`config.mk`:
```
export PLATFORM = sky130hd
export DESIGN_NAME = axis_mult_arbiter
export DESIGN_NICKNAME = d
export VERILOG_FILES = /design/src/rtl/axis_mult_arbiter.sv
export SDC_FILE = /design/constraint.sdc
export NUM_CORES = 1
export LEC_CHECK = 0
export CORE_ASPECT_RATIO = 1.2
export CORE_UTILIZATION = 34
export DETAILED_ROUTE_END_ITERATION = 10
export PLACE_DENSITY = 0.82
export SLEW_MARGIN = 30
export SYNTH_ARGS = -nofsm -noshare
export SYNTH_HDL_FRONTEND = slang
export SYNTH_SLANG_ARGS = --single-unit
```
`constraint.sdc`:
```
create_clock -name clk -period 2.2 [get_ports clk]
set_input_delay 0.33 -clock clk [delete_from_list [all_inputs] [get_ports clk]]
set_output_delay 0.33 -clock clk [all_outputs]
set_load 0.02 [all_outputs]
```
`src/rtl/axis_mult_arbiter.sv`:
```
// Round-robin arbiter lending one AXI4-Stream multiplier wrapper to N requesters.
// A grant covers the request packet and the response packet that answers it.
module axis_mult_arbiter #(
    parameter int N         = 2,
    parameter int DSZ       = 8,
    parameter int REQ_BEATS = 8,
    parameter int RSP_BEATS = 8,
    parameter int IDW       = 3
) (
    input  logic               clk,
    input  logic               _rst,
    input  logic [N*DSZ-1:0]   req_tdata,
    input  logic [N-1:0]       req_tvalid,
    output logic [N-1:0]       req_tready,
    input  logic [N-1:0]       req_tlast,
    output logic [DSZ-1:0]     m_tdata,
    output logic               m_tvalid,
    input  logic               m_tready,
    output logic               m_tlast,
    input  logic [DSZ-1:0]     s_tdata,
    input  logic               s_tvalid,
    output logic               s_tready,
    input  logic               s_tlast,
    output logic [N*DSZ-1:0]   rsp_tdata,
    output logic [N-1:0]       rsp_tvalid,
    input  logic [N-1:0]       rsp_tready,
    output logic [N-1:0]       rsp_tlast,
    output logic [IDW-1:0]     grant_id,
    output logic               busy
);

    localparam int MAXB = (REQ_BEATS > RSP_BEATS) ? REQ_BEATS : RSP_BEATS;
    localparam int CW   = $clog2(MAXB) + 1;

    typedef enum logic [1:0] {IDLE, FWD, RET} state_t;

    state_t           state_q;
    logic [CW-1:0]    cnt_q;
    logic [IDW-1:0]   ptr_q;
    logic [IDW-1:0]   grant_q;

    logic             gValid;
    logic [DSZ-1:0]   gData;
    logic             gLast;
    logic             gRspReady;
    logic             pickFound;
    logic [IDW-1:0]   pickIdx;
    logic [IDW-1:0]   ptrNext;
    logic             reqAtMax;
    logic             rspAtMax;
    logic             retLast;
    logic             fwdFire;
    logic             retFire;

    always_comb begin
        gValid    = 1'b0;
        gData     = '0;
        gLast     = 1'b0;
        gRspReady = 1'b0;
        for (int i = 0; i < N; i++) begin
            if (grant_q == IDW'(i)) begin
                gValid    = req_tvalid[i];
                gData     = req_tdata[i*DSZ +: DSZ];
                gLast     = req_tlast[i];
                gRspReady = rsp_tready[i];
            end
        end
    end

    // Scan requesters starting at the priority pointer, wrapping at N.
    always_comb begin
        pickFound = 1'b0;
        pickIdx   = '0;
        for (int k = 0; k < N; k++) begin
            for (int j = 0; j < N; j++) begin
                if (!pickFound && req_tvalid[j] && (((int'(ptr_q) + k) % N) == j)) begin
                    pickFound = 1'b1;
                    pickIdx   = IDW'(j);
                end
            end
        end
    end

    assign reqAtMax = (cnt_q == CW'(REQ_BEATS - 1));
    assign rspAtMax = (cnt_q == CW'(RSP_BEATS - 1));
    assign retLast  = s_tlast | rspAtMax;
    assign ptrNext  = (grant_q == IDW'(N - 1)) ? '0 : grant_q + 1'b1;

    always_comb begin
        req_tready = '0;
        m_tvalid   = 1'b0;
        m_tdata    = '0;
        m_tlast    = 1'b0;
        s_tready   = 1'b0;
        rsp_tvalid = '0;
        rsp_tlast  = '0;
        case (state_q)
            FWD: begin
                m_tvalid = gValid;
                m_tdata  = gData;
                m_tlast  = gLast | reqAtMax;
                for (int i = 0; i < N; i++) begin
                    if (grant_q == IDW'(i)) begin
                        req_tready[i] = m_tready;
                    end
                end
            end
            RET: begin
                s_tready = gRspReady;
                for (int i = 0; i < N; i++) begin
                    if (grant_q == IDW'(i)) begin
                        rsp_tvalid[i] = s_tvalid;
                        rsp_tlast[i]  = retLast;
                    end
                end
            end
            default: begin
            end
        endcase
    end

    assign fwdFire   = m_tvalid & m_tready;
    assign retFire   = s_tvalid & s_tready;
    assign rsp_tdata = {N{s_tdata}};
    assign grant_id  = grant_q;
    assign busy      = (state_q != IDLE);

    // The pointer only moves when a response completes, so stalls never skew fairness.
    always_ff @(posedge clk) begin
        if (!_rst) begin
            state_q <= IDLE;
            cnt_q   <= '0;
            ptr_q   <= '0;
            grant_q <= '0;
        end else begin
            case (state_q)
                IDLE: begin
                    if (pickFound) begin
                        grant_q <= pickIdx;
                        state_q <= FWD;
                    end
                end
                FWD: begin
                    if (fwdFire) begin
                        if (m_tlast) begin
                            cnt_q   <= '0;
                            state_q <= RET;
                        end else begin
                            cnt_q <= cnt_q + 1'b1;
                        end
                    end
                end
                RET: begin
                    if (retFire) begin
                        if (retLast) begin
                            cnt_q   <= '0;
                            ptr_q   <= ptrNext;
                            state_q <= IDLE;
                        end else begin
                            cnt_q <= cnt_q + 1'b1;
                        end
                    end
                end
                default: begin
                    state_q <= IDLE;
                end
            endcase
        end
    end

endmodule

```
After elaboration in Yosys (flattened, before gate mapping)
Cells that the tools add are included.
{"block": "totals", "ff_bits": 10, "latch_bits": 0, "mem_bits_rw": 0, "rom_bits": 0, "inputBits": 35, "out_inout_bits": 37, "word_cells": 82, "mem_count": 0}
{"block": "op_classes", "addsub": 3, "multipliers": 0, "div": 0, "n_lt_le_gt_ge": 0, "eq_ne": 10, "n_shift": 0, "mux": 40, "bitwise": 5, "n_reduce_logical": 20}
{"cell": "logical NOT 32 bit", "count": 2}
{"cell": "2-to-1 mux 8 bit", "count": 3}
{"cell": "2-to-1 mux 1 bit", "count": 21}
{"cell": "2-to-1 mux 2 bit", "count": 8}
{"cell": "2-to-1 mux 4 bit", "count": 4}
{"cell": "inequality test 2 bit (second input constant)", "count": 5}
{"cell": "case mux 4 bit (2 select lines)", "count": 1}
{"cell": "logical AND 1 bit", "count": 7}
{"cell": "2-to-1 mux 3 bit", "count": 2}
{"cell": "case mux 2 bit (3 select lines)", "count": 1}
{"cell": "AND reduction 3 bit", "count": 2}
{"cell": "AND reduction 5 bit", "count": 1}
{"cell": "adder 4 x 1 -> 4 bit (second input constant)", "count": 1}
{"cell": "== test 2 bit (second input constant)", "count": 2}
{"cell": "== test 4 x 3 -> 1 bit (second input constant)", "count": 1}
{"cell": "nonzero test 2 bit", "count": 2}
{"cell": "== test 3 x 1 -> 1 bit (second input constant)", "count": 1}
{"cell": "logical NOT 1 bit", "count": 3}
{"cell": "logical NOT 3 bit", "count": 1}
{"cell": "adder 1 bit (second input constant)", "count": 2}
{"cell": "bitwise AND 1 bit", "count": 2}
{"cell": "== test 2 x 1 -> 1 bit (second input constant)", "count": 1}
{"cell": "logical NOT 2 bit", "count": 1}
{"cell": "bitwise OR 1 bit", "count": 2}
{"cell": "2 further kinds", "count": 2}

Longest topological paths before layout
Gate-level depths: netlist (run 1).
{"block": "depth", "depth_word": 17, "depth_mapped": 5, "mapped_depth_nobuf": 5}

Worst setup path before layout (run 1)
Ideal clock, no wire load.
{"block": "synth_timing", "path_type": "reg-to-output", "start": "register grant_q[0] (netlist: grant_id[0])", "end": "output port m_tlast", "arrival_time_ns": 1.222, "required_time_ns": 1.870, "setup_slack_ns": 0.648, "stages_incl_launch_ff": 5, "path_buffers": 1, "cell_sequence": "dfxtp_1 > buf_6 > mux2_4 > o21ai_4 > inv_1"}
{"block": "synth_via", "elab_chain_len": 5, "elab_cells_between_ends": 6, "cone_classes": "eq/ne (1); mux (3); bitwise (1); reduce/logical (1)"}
{"element": "start: declaration", "line_no": "40", "rtl": "logic [IDW-1:0] grant_q;"}
{"element": "start signal: assignment", "line_no": "139", "rtl": "grant_q <= pickIdx;"}
{"element": "logical NOT 3 bit", "line_no": "61", "rtl": "if (grant_q == IDW'(i)) begin"}
{"element": "2-to-1 mux 1 bit", "line_no": "61"}
{"element": "2-to-1 mux 1 bit *", "line_no": "61"}
{"element": "bitwise OR 1 bit *", "line_no": "101", "rtl": "m_tlast = gLast | reqAtMax;"}
{"element": "2-to-1 mux 1 bit *", "line_no": "97", "rtl": "case (state_q)"}
{"element": "end: declaration", "line_no": "19", "rtl": "output logic m_tlast,"}
Mark *: on every way between the ends. The rest lies on a longest branch, timed or not.

Worst setup path after layout (run 1)
{"block": "layout_timing", "start": "input port req_tvalid[0]", "end": "output port m_tvalid"}
{"block": "layout_via", "elab_chain_len": 3}
{"element": "start: declaration", "line_no": "13", "rtl": "input logic [N-1:0] req_tvalid,"}
{"element": "2-to-1 mux 1 bit (2 in series)", "line_no": "61"}
{"element": "2-to-1 mux 1 bit", "line_no": "97"}
{"element": "end: declaration", "line_no": "17", "rtl": "output logic m_tvalid,"}
No other way between the ends.

==> out/results.tsv, run 1 <==
stage	metric	value	unit
sta	fmax	474.0	MHz
route	first_iter_violations	12	
global_routing	grt_pass1_vias	829	
route	dr.pass1.iters	4	
cells_and_area	nFillCells	238	
clock_network	ctsHoldBuffers	0	
global_routing	antenna_found_initial	0	
route	drtAntennaViolNets	0	
place	globalplace.congestion	0.8496	
floorplanning	num_rows	19	
clock_network	clkSlewWorstSetupHoldPaths	0.05	ns
yosys	syn-cell-area	827.0	um2
setup_path	startpoint_type	primary input	
global_routing	grt.overflow.total	0	
floorplanning	core	2306	um2
clock_network	cts_root_buffer	clkbuf_4	
place	dpl_cell_area	1217	um2
global_routing	grt_pass1_wl	3456	um
route	routed_wl	2245	um
floorplanning	start_util	35.87	%
yosys	yosysWarnings	0	
floorplanning	die_area	2634	um2
cells_and_area	layout_commonest_cell	clkdlybuf4s50_1	
job	maxCapViolCount	0	
floorplanning	die_h	56.03	um
sta	drv_slew	0	
clock_network	clkLatencyLatePin	0.26	ns
place	port_buffers	45	
clock_network	cts_setup_buffers	0	
run_status	outcome	completed	
power	p_total	0.4896	mW
route	wl_per_cell	13.05	um
sta	rsz0062_at_grt	no	
sta	fin_hold_ws	0.4752	ns
clock_network	cts_buffers	3	
sta	period_minus_slack	2.110	ns
global_routing	track_usage	17.93	%
setup_path	arrival	1.78	ns
yosys	ys_types	31	
floorplanning	ios	72	
cells_and_area	layout_common_cells	clkdlybuf4s50_1 (42), nor2_1 (18), mux2i_1 (9), nand2_1 (9)	
yosys	ys_seq_area_share	19.36	%
yosys	ys_ff_latch	8	
clock_network	clockBufferDepth	2	
clock_network	cts.htree.levels	1	
yosys	postSynthCellCount	106	
floorplanning	die_w	47.02	um
yosys	synth_top_cell_by_area	dfxtp_1	
power	p_per_area	390.5	nW/um2
cells_and_area	final_area	1254	um2
route	viasPerCell	4.907	
yosys	ys_top_cells_by_area	dfxtp_1 (19%), buf_4 (16%), mux2i_1 (11%)	
clock_network	clkSinkCount	8	
cells_and_area	nets	179	
sta	setup_viol	0	
sta	finClkSkew	0.002397	ns
power	ir_drop	233.4	uV
sta	final.setup.tns	0	ns
cells_and_area	drive_gt1_share	14.18	%
worst_hold_path	hold_class	register to register	
yosys	synth_area_per_cell	7.802	um2
cells_and_area	finalNonFillerCells	172	
setup_path	crit_path_end_kind	primary output	
cells_and_area	syn_to_final_growth	51.59	%
route	drt_drc_violations_left	0	
global_routing	grt_max_degree	10	
place	dpl.cell_count	169	
cells_and_area	diodes	0	
yosys	synth_top_area_share	19.36	%
clock_network	cts_tree	built	
setup_path	reg2reg_slack	0.68	ns
power	power.leakage	0.5017	nW
setup_path	path_class	primary input to primary output	
setup_path	crit_required	1.87	ns
sta	hold_viol_final	0	
setup_path	cp_max_fo	4	
place	hpwl	1832	um
route	via_count	844	
sta	period_share	95.90	%
kinds of logic after synthesis:
family | synth area share, %
adder cells (fa/ha/maj) | 1.513
AO/OA/AOI/OAI | 15.89
AND/OR/NAND/NOR | 26.32
buffers and inverters | 20.57
other | 0.4534
flip-flops | 19.36
multiplexers | 15.89
flip-flops by register name, indices dropped and copies added, names as in the netlist:
signal / count
cnt_q: 4
grant_id: 1
ptr_q: 1
state_q: 2
power breakdown:
group          switching [mW]  total [mW]  internal, mW
Clock                  0.0515       0.114        0.0625
Combinational           0.101       0.218         0.117
Sequential            0.00722       0.158         0.150
final timing paths:
kind / cells after the start / to / startpoint
max: 4 / m_tvalid / req_tvalid[0]
min: 2 / cnt_q[1]$_SDFFE_PN0P_ / cnt_q[1]$_SDFFE_PN0P_
max reg2reg: 6 / ptr_q[0]$_SDFFE_PN0P_ / cnt_q[0]$_SDFFE_PN0P_
min reg2reg: 2 / cnt_q[1]$_SDFFE_PN0P_ / cnt_q[1]$_SDFFE_PN0P_
per-stage QoR:
stage | utilization [%] | setup slack, ns
CTS | 54.04 | 0.01554
floorplan | - | 0.6476
global route | 54.37 | 0.04864
global placement | 52.79 | 0.1108
detailed placement | 52.79 | 0.08200
finish | 54.37 | 0.09025
synthesized netlist by cell type:
master	n
a21oi_1	4
a31oi_1	2
a32o_1	1
a32oi_1	1
a32oi_4	1
and2_1	2
and2b_1	1
and3b_1	2
buf_2	1
buf_4	18
buf_6	1
clkbuf_1	1
conb_1	1
dfxtp_1	8
ha_1	1
inv_1	4
mux2_2	1
mux2_4	2
mux2i_1	9
nand2_1	9
nand2b_1	2
nand3_1	1
nand4_1	4
nand4b_1	2
nor2_1	18
nor2b_1	2
o211ai_1	3
o21ai_0	1
o21ai_2	1
o21ai_4	1
or2_1	1
worst max-delay path: stages:
cell and delay (ns):
clkdlybuf4s50_1 0.45, mux2_4 0.30, and2_1 0.16, clkdlybuf4s50_1 0.54
layer usage:
metal	share of wire [%]	GRT usage (%)	vias to the layer above
li1	-	-	415
met1	41	19.08	383
met2	50	31.55	39
met4	2.7	10.20	0
met5	0	0	-
met3	5.9	2.273	7
what timing repair did:
item                                   4_1_cts  5_1_grt
gates resized for setup                      4        4
setup endpoints to repair                    2       10
endpoints found under the hold margin        0        0
cell type report:
class	instances	area (um2)	area share, %
sequential	8	161.4	12.87
multi-input combinational	74	513.0	40.92
tap	31	38.79	3.094
timing repair buffer	52	503.0	40.12
inverter	4	15.01	1.198
clock buffer	3	22.52	1.796
No activity file was read; power rests on OpenSTA's default activity.
==> run 2, diff against run 1 <==
Settings changed: SKIP_CTS_REPAIR_TIMING set to 1, SLEW_MARGIN 30 to 10.
==> run 2 against run 1 <==
Effect of this change:
- global-route usage is the same
- non-clock buffer count stayed put
- cell area increased by 0.60%
- flip-flop and latch count unchanged
- cell count stayed put
- via count increased by 0.83%
- fmax about the same
- hold slack improved by 0.00090 ns
- power grew 0.27%
- routed wire length is 0.31% higher
==> out/results.tsv, run 2 (same netlist as run 1, synthesis figures left out) <==
stage	metric	value	unit
run_status	outcome	completed	
route	drtAntennaViolNets	0	
route	viasPerCell	4.948	
power	p_per_area	389.3	nW/um2
route	dr.pass1.iters	4	
cells_and_area	nets	179	
route	wl_per_cell	13.09	um
cells_and_area	fin_util	54.69	%
cells_and_area	layout_common_cells	clkdlybuf4s50_1 (42), nor2_1 (18), mux2i_1 (9), nand2_1 (9)	
cells_and_area	syn_to_final_growth	52.50	%
floorplanning	die_h	56.03	um
cells_and_area	diodes	0	
sta	fmax	474.1	MHz
setup_path	crit_required	1.87	ns
clock_network	cts_buffers	3	
sta	rsz0062_at_grt	no	
cells_and_area	largest_register_ff_count	4	
power	p_total	0.4909	mW
sta	final.setup.tns	0	ns
clock_network	cts_root_buffer	clkbuf_4	
sta	setup_viol	0	
floorplanning	core	2306	um2
setup_path	cp_max_fo	4	
route	drt_drc_violations_left	0	
clock_network	clkLatencyLatePin	0.26	ns
power	internal_power	0.3302	mW
setup_path	path_cells	clkdlybuf4s50_1 -> mux2_4 -> and2_1 -> clkdlybuf4s50_1	
power	power.leakage	0.5293	nW
power	clock_power_share	23.5	%
cells_and_area	regMostFlops	cnt_q	
route	via_count	851	
sta	finClkSkew	0.002120	ns
setup_path	crit_buf_inv	2	
sta	period_share	95.88	%
setup_path	crit_family	buffers and inverters	
floorplanning	ios	72	
route	routed_wl	2252	um
cells_and_area	drive_gt1_share	14.18	%
setup_path	arrival	1.78	ns
setup_path	cpMostUsedCell	clkdlybuf4s50_1	
global_routing	grt_pass1_wl	3456	um
clock_network	clkSlewWorstSetupHoldPaths	0.05	ns
global_routing	grt.overflow.total	0	
global_routing	grt_max_degree	10	
floorplanning	die_area	2634	um2
route	first_iter_violations	15	
setup_path	max_stage_delay	0.54	ns
clock_network	cts_tree	built	
clock_network	clkSinkCount	8	
place	dpl.cell_count	169	
power	ir_drop	237.9	uV
sta	drv_slew	0	
place	globalplace.congestion	0.8496	
global_routing	track_usage	17.93	%
place	port_buffers	45	
setup_path	path_class	primary input to primary output	
setup_path	crit_slowest_cell	clkdlybuf4s50_1	
power	combPwrFrac	44.4	%
cells_and_area	finalNonFillerCells	172	
floorplanning	start_util	35.87	%
setup_path	startpoint_type	primary input	
global_routing	grt_pass1_vias	831	
worst_hold_path	hold_class	register to register	
job	maxCapViolCount	0	
clock_network	clockBufferDepth	2	
power	seq_power_share	32.1	%
global_routing	antenna_found_initial	0	
sta	hold_viol_final	0	
place	hpwl	1832	um
power	p_sw	0.1607	mW
power	swShare	32.73	%
sta	period_minus_slack	2.109	ns
clock_network	cts.htree.levels	1	
floorplanning	num_rows	19	
setup_path	crit_path_end_kind	primary output	
floorplanning	die_w	47.02	um
cells_and_area	nFillCells	237	
cells_and_area	biggestRegsByFlops	cnt_q x4, state_q x2	
cells_and_area	layout_commonest_cell	clkdlybuf4s50_1	
## run 2: cell types whose count changed in the layout (fill, tap and decap cells not counted)
cell and change:
dlymetal6s2s_1 +2, dlygate4sd2_1 -2
## run 2: final cells by class
class	count	area [um2]	share of cell area [%]
flip-flops and latches	8	161.4	12.80
multi-input cells	74	513.0	40.67
well taps	31	38.79	3.075
clock buffers	3	22.52	1.786
inverters	4	15.01	1.190
repair buffers	52	510.5	40.48
## run 2: power groups by stage
stage	combinational [mW]	clock [mW]	sequential, mW
3_5_place_dp	0.217	0	0.160
4_1_cts	0.218	0.116	0.157
3_3_place_gp	0.212	0	0.159
6_report	0.218	0.115	0.158
5_1_grt	0.232	0.120	0.159
2_1_floorplan	0.150	0	0.158
## run 2: metal layers
layer,vias to the layer above,global-route usage (%),part of all wire [%]
met1,392,19.08,41
li1,415,-,-
met4,0,10.20,2.1
met5,-,0,0
met3,5,2.273,6.0
met2,39,31.55,51
## run 2: worst register-to-register path: cells and delay by family (launching register included)
kind,cells,cell delay (ns)
compound gates,1,0.19
buf+inv,1,0.15
mux,1,0.21
fa+ha+maj,1,0.22
flops,1,0.34
simple gates,2,0.30
## run 2: metrics by stage
step / cell area, um2 / setup WS (ns) / hold slack, ns
after detailed placement: 1217 / 0.08200 / 0.4691
after global placement: 1217 / 0.1108 / 0.4573
after global routing: 1261 / 0.04864 / 0.4874
final: 1261 / 0.09069 / 0.4761
after floorplan: 830.8 / 0.6476 / 0.4492
after CTS: 1240 / -0.1249 / 0.4766
## run 2: worst paths after layout
kind	startpoint	endpoint	slack, ns	depth (start not counted)
setup / recovery	req_tvalid[0]	m_tvalid	0.09	4
setup reg to reg	cnt_q[0]$_SDFFE_PN0P_	ptr_q[0]$_SDFFE_PN0P_	0.67	6
hold reg to reg	cnt_q[1]$_SDFFE_PN0P_	cnt_q[1]$_SDFFE_PN0P_	0.48	2
hold / removal	cnt_q[1]$_SDFFE_PN0P_	cnt_q[1]$_SDFFE_PN0P_	0.48	2
==> run 3, diff against run 2 <==
Settings changed: CELL_PAD_IN_SITES_DETAIL_PLACEMENT set to 1, CELL_PAD_IN_SITES_GLOBAL_PLACEMENT set to 1, CORE_UTILIZATION 34 to 22.
==> run 3 against run 2 <==
Effect of this change:
- the flow now finishes with violations (DRC)
- via count fell by 0.12%
- cell area rose by 2.4%
- register-to-register slack got worse by 0.13 ns
- sequential power barely moved
- global-route usage fell by 4.8 points
- highest routed layer unchanged
- sequential share of layout area fell by 0.39 points
- power rose by 11%
- non-clock buffer count did not move
- flip-flop and latch count did not move
- fmax rose by 0.17%
- largest cell class is now buffers
==> out/results.tsv, run 3 (same netlist as run 1, synthesis figures left out) <==
stage	metric	value	unit
run_status	outcome	finished with violations	
run_status	violations	DRC	
cells_and_area	nFillCells	439	
global_routing	grt_util_met3	3.377	%
sta	final.setup.tns	0	ns
worst_hold_path	hold-path-cell-count	2	
global_routing	grt_pass1_vias	928	
clock_network	cts_buffers	3	
worst_hold_path	hold_class	register to register	
power	internal_power	0.3846	mW
power	p_per_area	423.9	nW/um2
setup_path	reg2reg_slack	0.54	ns
place	globalplace.congestion	0.7912	
cells_and_area	finalNonFillerCells	180	
cells_and_area	register_area	160.2	um2
place	port_buffers	45	
floorplanning	die_area	4010	um2
power	ir_drop	130.6	uV
cells_and_area	layout_common_cells	clkdlybuf4s50_1 (37), nor2_1 (18), mux2i_1 (9), nand2_1 (9)	
sta	setup_viol	0	
floorplanning	die_w	57.97	um
worst_hold_path	worstHoldEndpoint	cnt_q[1]$_SDFFE_PN0P_	
global_routing	grt_max_degree	10	
route	drt_drc_violations_left	7	
setup_path	crit_path_end_kind	primary output	
setup_path	worstReg2RegEnd	cnt_q[2]$_SDFFE_PN0P_	
cells_and_area	largest_register_ff_count	4	
route	dr.pass1.iters	7	
route	wl_per_cell	14.24	um
setup_path	reg2regPathDepth	6	
floorplanning	ios	72	
worst_hold_path	holdCritStartpoint	cnt_q[1]$_SDFFE_PN0P_	
power	swShare	29.73	%
setup_path	path_class	register to primary output	
power	p_sw	0.1628	mW
route	via_count	850	
power	clock_power_share	31.8	%
cells_and_area	nets	179	
power	power.leakage	0.6187	nW
place	hpwl	2100	um
job	maxCapViolCount	0	
setup_path	crit_required	1.87	ns
clock_network	clkSlewWorstSetupHoldPaths	0.04	ns
floorplanning	start_util	22.95	%
power	p_total	0.5474	mW
clock_network	clkLatencyLatePin	0.23	ns
clock_network	clockBufferDepth	2	
sta	period_minus_slack	2.106	ns
global_routing	antenna_found_initial	0	
route	routed_wl	2563	um
cells_and_area	multi_input_area	503.0	um2
clock_network	cts_root_buffer	clkbuf_8	
cells_and_area	biggestRegsByFlops	cnt_q x4, state_q x2	
route	viasPerCell	4.722	
global_routing	track_usage	13.12	%
cells_and_area	drive_gt1_share	12.77	%
sta	finClkSkew	0.0005479	ns
sta	rsz0062_at_grt	no	
sta	fmax	474.9	MHz
global_routing	grt.busiest_layer	met2	
floorplanning	die_h	69.17	um
setup_path	arrival	1.78	ns
cells_and_area	fin_util	35.83	%
cells_and_area	diodes	0	
sta	period_share	95.71	%
sta	drv_slew	0	
power	combPwrFrac	39.6	%
clock_network	clkSinkCount	8	
cells_and_area	layout_commonest_cell	clkdlybuf4s50_1	
cells_and_area	syn_to_final_growth	56.13	%
global_routing	grt.overflow.total	0	
setup_path	reg2reg_from	grant_id[0]$_SDFFE_PN0P_	
route	first_iter_violations	26	
global_routing	use_met1	12.93	%
route	drtAntennaViolNets	0	
global_routing	grt_use_met2	25.16	%
place	dpl.cell_count	177	
power	seq_power_share	28.6	%
setup_path	startpoint_type	register	
sta	fin_hold_ws	0.4945	ns
clock_network	cts.htree.levels	1	
cells_and_area	regMostFlops	cnt_q	
sta	hold_viol_final	0	
setup_path	cp_max_fo	7	
floorplanning	num_rows	24	
floorplanning	core	3603	um2
clock_network	cts_tree	built	
global_routing	grt_pass1_wl	4112	um
run 3: power by group through the flow:
stage | clock, mW | sequential (mW) | combinational, mW
floorplan | 0 | 0.158 | 0.150
global placement | 0 | 0.158 | 0.213
detailed placement | 0 | 0.159 | 0.219
CTS | 0.180 | 0.156 | 0.220
global route | 0.186 | 0.157 | 0.234
finish | 0.174 | 0.157 | 0.217
run 3: worst max path at each step:
stage	startpoint	to	slack [ns]	cells past startpoint
global route	grant_id[0]$_SDFFE_PN0P_	m_tdata[4]	0.02	5
global placement	req_tlast[0]	m_tlast	0.08	5
detailed placement	req_tlast[0]	m_tlast	0.05	5
finish	grant_id[0]$_SDFFE_PN0P_	m_tdata[4]	0.09	5
CTS	cnt_q[0]$_SDFFE_PN0P_	rsp_tlast[1]	-0.13	5
floorplan	grant_id[0]$_SDFFE_PN0P_	m_tlast	0.65	4
run 3: per-stage QoR:
step / area [um2] / setup slack [ns]
after floorplan: 830.8 / 0.6476
after global placement: 1227 / 0.07837
after detailed placement: 1227 / 0.04633
after CTS: 1269 / -0.1346
after global routing: 1291 / 0.02400
final: 1291 / 0.09432
run 3: area by class of cell:
class | count | share of cell area (%)
clock buffer | 3 | 3.198
inverter | 4 | 1.163
multi-input combinational | 74 | 38.95
sequential | 8 | 12.40
tap | 39 | 3.779
timing repair buffer | 52 | 40.50
run 3: critical path, stage by stage (launching register included):
cell             delay, ns
dfxtp_1               0.39
buf_4                 0.19
buf_4                 0.18
mux2i_1               0.19
nor2_1                0.05
clkdlybuf4s50_1       0.55
run 3: routing by layer:
metal | wire length, um | share of wire [%] | vias to the layer above
li1 | - | - | 415
met1 | 901 | 35 | 392
met2 | 1418 | 55 | 38
met3 | 201 | 7.8 | 5
met4 | 42 | 1.6 | 0
met5 | 0 | 0 | -
